===== src/rtl/fp_normalizer.sv =====
`default_nettype none
// ============================================================================
// Module   : fp_normalizer
// Purpose  : Two-stage post-add normaliser (leading-zero detect, then shift
//            and exponent adjust) with a global pipeline enable.
// Options  : NORM_DENORMAL_EN - produce denormal fractions on underflow
//            instead of flushing them to zero.
// Revision : 1.0 - initial release
// ============================================================================
module fp_normalizer #(
    parameter int M = 23,
    parameter int E = 8
) (
    input  logic         clk,
    input  logic         rst,
    input  logic         in_valid,
    output logic         in_ready,
    input  logic [M+1:0] in_mant,
    input  logic [E-1:0] in_exp,
    input  logic         in_sign,
    output logic         out_valid,
    input  logic         out_ready,
    output logic [M-1:0] out_frac,
    output logic [E-1:0] out_exp,
    output logic         out_sign,
    output logic         out_zero,
    output logic         out_ovf,
    output logic         out_unf
);

    localparam int           c_lz_w    = $clog2(M + 1);
    localparam int           c_xw      = E + 1;
    localparam logic [E-1:0] c_exp_max = {E{1'b1}};
    localparam logic [E-1:0] c_exp_one = E'(1);
    localparam logic [c_xw-1:0] c_xone = c_xw'(1);

    logic              w_en;
    logic [c_lz_w-1:0] w_lz;

    logic              r_s1_valid;
    logic              r_s1_carry;
    logic              r_s1_zero;
    logic              r_s1_sign;
    logic [c_lz_w-1:0] r_s1_lz;
    logic [M+1:0]      r_s1_mant;
    logic [E-1:0]      r_s1_exp;

    logic [c_xw-1:0]   w_exp_x;
    logic [c_xw-1:0]   w_lz_x;
    logic [c_xw-1:0]   w_exp_inc;
    logic [E-1:0]      w_exp_sub;
    logic [M-1:0]      w_shl;
    logic [M-1:0]      w_unf_frac;

    logic [M-1:0]      w_frac;
    logic [E-1:0]      w_exp;
    logic              w_zero;
    logic              w_ovf;
    logic              w_unf;

    logic              r_out_valid;
    logic [M-1:0]      r_out_frac;
    logic [E-1:0]      r_out_exp;
    logic              r_out_sign;
    logic              r_out_zero;
    logic              r_out_ovf;
    logic              r_out_unf;

    assign w_en     = !r_out_valid || out_ready;
    assign in_ready = w_en;

    // Highest set bit wins; an all-zero field leaves lz at M (covered by
    // the zero and carry cases downstream).
    always_comb begin
        w_lz = c_lz_w'(M);
        for (int i = 0; i <= M; i++) begin
            if (in_mant[i]) begin
                w_lz = c_lz_w'(M - i);
            end
        end
    end

    assign w_exp_x   = {1'b0, r_s1_exp};
    assign w_lz_x    = c_xw'(r_s1_lz);
    assign w_exp_inc = w_exp_x + c_xone;
    assign w_exp_sub = r_s1_exp - E'(r_s1_lz);
    // Bits shifted past the hidden position are dropped, so the fraction
    // field alone is enough to feed the shifter.
    assign w_shl     = r_s1_mant[M-1:0] << r_s1_lz;

`ifdef NORM_DENORMAL_EN
    logic [E-1:0] w_dn_sh;

    assign w_dn_sh    = (r_s1_exp == '0) ? '0 : (r_s1_exp - c_exp_one);
    assign w_unf_frac = r_s1_mant[M-1:0] << w_dn_sh;
`else
    assign w_unf_frac = '0;
`endif

    always_comb begin
        w_frac = '0;
        w_exp  = '0;
        w_zero = 1'b0;
        w_ovf  = 1'b0;
        w_unf  = 1'b0;
        if (r_s1_zero) begin
            w_zero = 1'b1;
        end else if (r_s1_carry) begin
            if (w_exp_inc >= {1'b0, c_exp_max}) begin
                w_exp = c_exp_max;
                w_ovf = 1'b1;
            end else begin
                w_exp  = w_exp_inc[E-1:0];
                w_frac = r_s1_mant[M:1];
            end
        end else if (w_exp_x > w_lz_x) begin
            w_exp  = w_exp_sub;
            w_frac = w_shl;
        end else begin
            w_unf  = 1'b1;
            w_frac = w_unf_frac;
        end
    end

    always_ff @(posedge clk) begin
        if (rst) begin
            r_s1_valid  <= 1'b0;
            r_s1_carry  <= 1'b0;
            r_s1_zero   <= 1'b0;
            r_s1_sign   <= 1'b0;
            r_s1_lz     <= '0;
            r_s1_mant   <= '0;
            r_s1_exp    <= '0;
            r_out_valid <= 1'b0;
            r_out_frac  <= '0;
            r_out_exp   <= '0;
            r_out_sign  <= 1'b0;
            r_out_zero  <= 1'b0;
            r_out_ovf   <= 1'b0;
            r_out_unf   <= 1'b0;
        end else if (w_en) begin
            r_s1_valid  <= in_valid;
            r_s1_carry  <= in_mant[M+1];
            r_s1_zero   <= (in_mant == '0);
            r_s1_sign   <= in_sign;
            r_s1_lz     <= w_lz;
            r_s1_mant   <= in_mant;
            r_s1_exp    <= in_exp;
            r_out_valid <= r_s1_valid;
            r_out_frac  <= w_frac;
            r_out_exp   <= w_exp;
            r_out_sign  <= r_s1_sign;
            r_out_zero  <= w_zero;
            r_out_ovf   <= w_ovf;
            r_out_unf   <= w_unf;
        end
    end

    assign out_valid = r_out_valid;
    assign out_frac  = r_out_frac;
    assign out_exp   = r_out_exp;
    assign out_sign  = r_out_sign;
    assign out_zero  = r_out_zero;
    assign out_ovf   = r_out_ovf;
    assign out_unf   = r_out_unf;

endmodule
`default_nettype wire


===== config.mk =====
export PLATFORM = sky130hd
export DESIGN_NAME = fp_normalizer
export DESIGN_NICKNAME = d
export VERILOG_FILES = /design/src/rtl/fp_normalizer.sv
export SDC_FILE = /design/constraint.sdc
export NUM_CORES = 1
export LEC_CHECK = 0
export BUFFER_PORTS_ARGS = -buffer_cell sky130_fd_sc_hd__buf_2
export CAP_MARGIN = 20
export CORE_ASPECT_RATIO = 0.5
export CORE_MARGIN = 2
export CORE_UTILIZATION = 58
export DETAILED_ROUTE_END_ITERATION = 6
export HOLD_SLACK_MARGIN = 0.02
export PLACE_DENSITY_LB_ADDON = 0.1
export SKIP_LAST_GASP = 1
export SLEW_MARGIN = 20
export SYNTH_ARGS = -nofsm -noshare
export SYNTH_HDL_FRONTEND = slang
export SYNTH_SLANG_ARGS = --single-unit
export TNS_END_PERCENT = 5

===== constraint.sdc =====
create_clock -name clk -period 8.05 [get_ports clk]
set_input_delay 1.2075 -clock clk [delete_from_list [all_inputs] [get_ports clk]]
set_output_delay 1.2075 -clock clk [all_outputs]
set_load 0.02 [all_outputs]

==> run summary <==
The count of endpoints failing hold in the final timing report is 0. The reg2reg setup slack came out at 4.71 ns. For this run, design rule violations remaining after detail routing come to 0.

The number of ports placed on the die boundary is 75. STA classifies the critical path startpoint as a primary input. The routability congestion estimate is 0.977. The core region is 8060 µm². The number of vias after detailed routing is roughly 4700. The via count of the first global-routing pass was 4217.

The ratio of routed vias to standard cells came out at 6.27. The worst-margin pin slew came out at 1.10 ns. The clock tree from TritonCTS is built. In this run the horizontal extent of the chip is 133 µm. The final layout net count is 686. Summed over all failing endpoints, the final setup total negative slack is 0 ns. The number of clock sinks seen by CTS is 77. Of all cell types, the one taking the most synthesized area is sky130_fd_sc_hd__dfxtp_1. The shortest clock period the worst path allows after layout is approximately 3.6 ns. The number of enable flip-flop cells after synthesis is 0.

The initial cell density of the core is 60.1%. The area overhead of the layout relative to synthesis came out at 13.9%. The endpoint identified for the worst register-to-register timing path is out_frac[19]. The setup violation total in the final timing report came out at 0. The period utilization came out at ~44%.

The ratio of cells with drive above 1 in the final layout is 22.2%. The critical path data required time is roughly 6.8 ns. The worst vdd rail ir drop is 134 µV. The most critical setup path has its endpoint at in_ready. The H-tree was split into 3 levels.

Synthesis handed over a netlist of 591 instances. For this run, the detailed router's first-pass iteration total came to 5. The clock arrives with 0.00676 ns of skew. The initial antenna violation count came out at 0. The number of warnings printed during yosys synthesis is 0.

Counting instances in the post-synthesis netlist gives the leading cell types as sky130_fd_sc_hd__nand2_1 (131), sky130_fd_sc_hd__dfxtp_1 (77), sky130_fd_sc_hd__a21oi_1 (72). The number of hold buffers added after CTS was 0. For this run the aggregate overflow at the end of global routing stands at 0.

Clock tree synthesis inserted a total of 9 buffers. The net count after synthesis came out at 637. The number of buffers on the longest clock path came out at 2. The tool flagged a number of max-cap violations equal to 0. At the worst endpoint, the arrival time is 2.35 ns. The clock latency on the worst-skew pair is 0.34 ns. The top cell type's share of synthesized area is a little under a third.

The post-place setup slack came out at between 4 and 5 ns. Buffers added to address setup during post-CTS repair amount to 0. The final count of pins violating max slew came out at 0.

The tree is rooted in a sky130_fd_sc_hd__clkbuf_16. For this run, the total global-route usage over all layers was measured as a little under a third. The total die area came out at ~9100 µm².

The share of flip-flops with an asynchronous set or reset after synthesis came out at 0%. The tightest min-delay check is of the flop to flop type. The final antenna diode count came out at 0. Measured against its own limit, the worst slew margin works out to 25.3%. STA classifies the critical path endpoint as an output port.

The chip height came out at roughly 69 µm. The remaining antenna violation count came out at 0. The number of cells on the worst reg-to-reg path is 9. The detailed-route wire length is between 10000 and 15000 µm.

The number of distinct library cell variants in the gate-level netlist after synthesis is 58. Clock-pin slew was measured on the worst setup and hold paths at roughly 0.05 ns. In the post-synthesis netlist, the biggest area contributors are sky130_fd_sc_hd__dfxtp_1 (32%), sky130_fd_sc_hd__nand2_1 (10%), sky130_fd_sc_hd__a21oi_1 (7.4%). The total standard cell area after synthesis came out at 4840 µm². After floorplanning, the core was divided into 23 placement rows.

The total power divided by cell area came out at approximately 200 nW/µm². The run finished with clean final reports. The final HPWL from detailed placement came out at 9500 µm.

The pin count of the biggest net entering global routing is 75. In the post-synthesis netlist, the cell with the most instances is sky130_fd_sc_hd__nand2_1. The post-detailed-route wirelength per cell came out at between 15 and 20 µm. Summing the sequential cell areas from Yosys gives 31.8% of the chip area. The most used flip-flop cell after synthesis is sky130_fd_sc_hd__dfxtp_1. The biggest fanout along the worst timing path is 68. The post-cts repair resize count is 0.

The startpoint identified for the worst register-to-register timing path is r_s1_lz[1]. Derived from the worst setup path, the maximum achievable clock frequency is 0.281 GHz. The post-synthesis area per instance is 8.20 µm².

The worst setup margin is 4.49 ns. The final hold slack is 0.445 ns. The critical path launch point is out_ready. The number of port buffers is 74. The detailed router finished its first iteration with 362 violations. Setup repair after global routing left no endpoint under its margin. Synthesis inferred slightly below 80 register bits. The critical path is of the primary input to output port type. The global-route wire length before repair came out at 21400 µm.

The analysis attributes to cell leakage a power of 0.00222 µW.
worst max-delay path, cell delays in order:
cell and delay, ns:
sky130_fd_sc_hd__buf_2 0.11, sky130_fd_sc_hd__nor2b_4 0.09, sky130_fd_sc_hd__buf_4 0.56, sky130_fd_sc_hd__clkinv_1 0.18, sky130_fd_sc_hd__buf_2 0.20
worst min path at each step:
stage / from / end / slack (ns) / cells after the start
4_1_cts: out_exp[6] / out_exp[6] / 0.45 / 2
2_1_floorplan: r_s1_mant[23] / r_s1_mant[23] / 0.43 / 2
6_report: out_exp[6] / out_exp[6] / 0.44 / 2
5_1_grt: out_exp[3] / out_exp[3] / 0.48 / 2
3_5_place_dp: out_exp[6] / out_exp[6] / 0.43 / 2
3_3_place_gp: out_exp[3] / out_exp[3] / 0.44 / 2
stage by stage:
stage / total power [µW] / std cells / instance area (µm²) / utilization [%]
floorplan: 595 / 591 / 4840 / -
global placement: 657 / 741 / 5200 / 64.6
detailed placement: 660 / 741 / 5200 / 64.6
CTS: 1090 / 756 / 5520 / 68.5
global route: 1130 / 756 / 5520 / 68.5
finish: 1090 / 756 / 5520 / 68.5
layer usage:
layer / wire [µm] / vias to the layer above / global-route usage [%]
li1: - / 2239 / -
met5: 0 / - / 0
met4: 223 / 0 / 11.3
met1: 6050 / 2277 / 40.1
met2: 6060 / 208 / 50.2
met3: 1270 / 18 / 7.89
cell usage in the layout (no fill, tap or decap), types with 8 or more instances in the layout:
master	netlist	layout
sky130_fd_sc_hd__a21oi_1	72	72
sky130_fd_sc_hd__mux4_2	14	14
sky130_fd_sc_hd__nand2_1	131	131
sky130_fd_sc_hd__clkbuf_16	0	9
sky130_fd_sc_hd__nor4_1	8	8
sky130_fd_sc_hd__a221o_1	10	10
sky130_fd_sc_hd__a311oi_1	12	12
sky130_fd_sc_hd__mux2_2	26	26
sky130_fd_sc_hd__nand3_1	13	13
sky130_fd_sc_hd__buf_2	9	74
sky130_fd_sc_hd__mux2i_1	17	17
sky130_fd_sc_hd__o21ai_0	10	10
sky130_fd_sc_hd__inv_1	12	12
sky130_fd_sc_hd__nor3_1	8	8
sky130_fd_sc_hd__buf_4	2	8
sky130_fd_sc_hd__dfxtp_1	77	77
sky130_fd_sc_hd__nor2_1	40	40
cell type report:
type / instances / area (µm²)
inverters: 14 / 52.6
clock buffers: 11 / 243
clock inverters: 4 / 72.6
flip-flops and latches: 77 / 1540
multi-input cells: 456 / 3040
fillers: 707 / 2540
repair buffers: 82 / 430
well taps: 112 / 140
state kept, by name, summed over array words and instances, names as in the netlist:
register    count
out_unf         1
r_s1_mant      24
out_sign        1
out_valid       1
r_s1_sign       1
out_zero        1
r_s1_lz         5
r_s1_carry      1
r_s1_valid      1
out_exp         8
r_s1_zero       1
r_s1_exp        8
out_ovf         1
out_frac       23
cells by family after synthesis:
family | Yosys count | synth area share, %
buffers and inverters | 58 | 5.58
AND/OR/NAND/NOR | 228 | 20.5
flip-flops | 77 | 31.8
adder cells (fa/ha/maj) | 8 | 2.22
AO/OA/AOI/OAI | 152 | 20.7
XOR/XNOR | 8 | 1.45
multiplexers | 60 | 17.7
report_power, final:
group / internal, µW / total (µW) / switching, µW
Combinational: 91.1 / 219 / 128
Sequential: 409 / 438 / 29.4
Clock: 278 / 433 / 156
Total: 778 / 1090 / 313
Note: power is estimated with default switching activity, not from simulation.
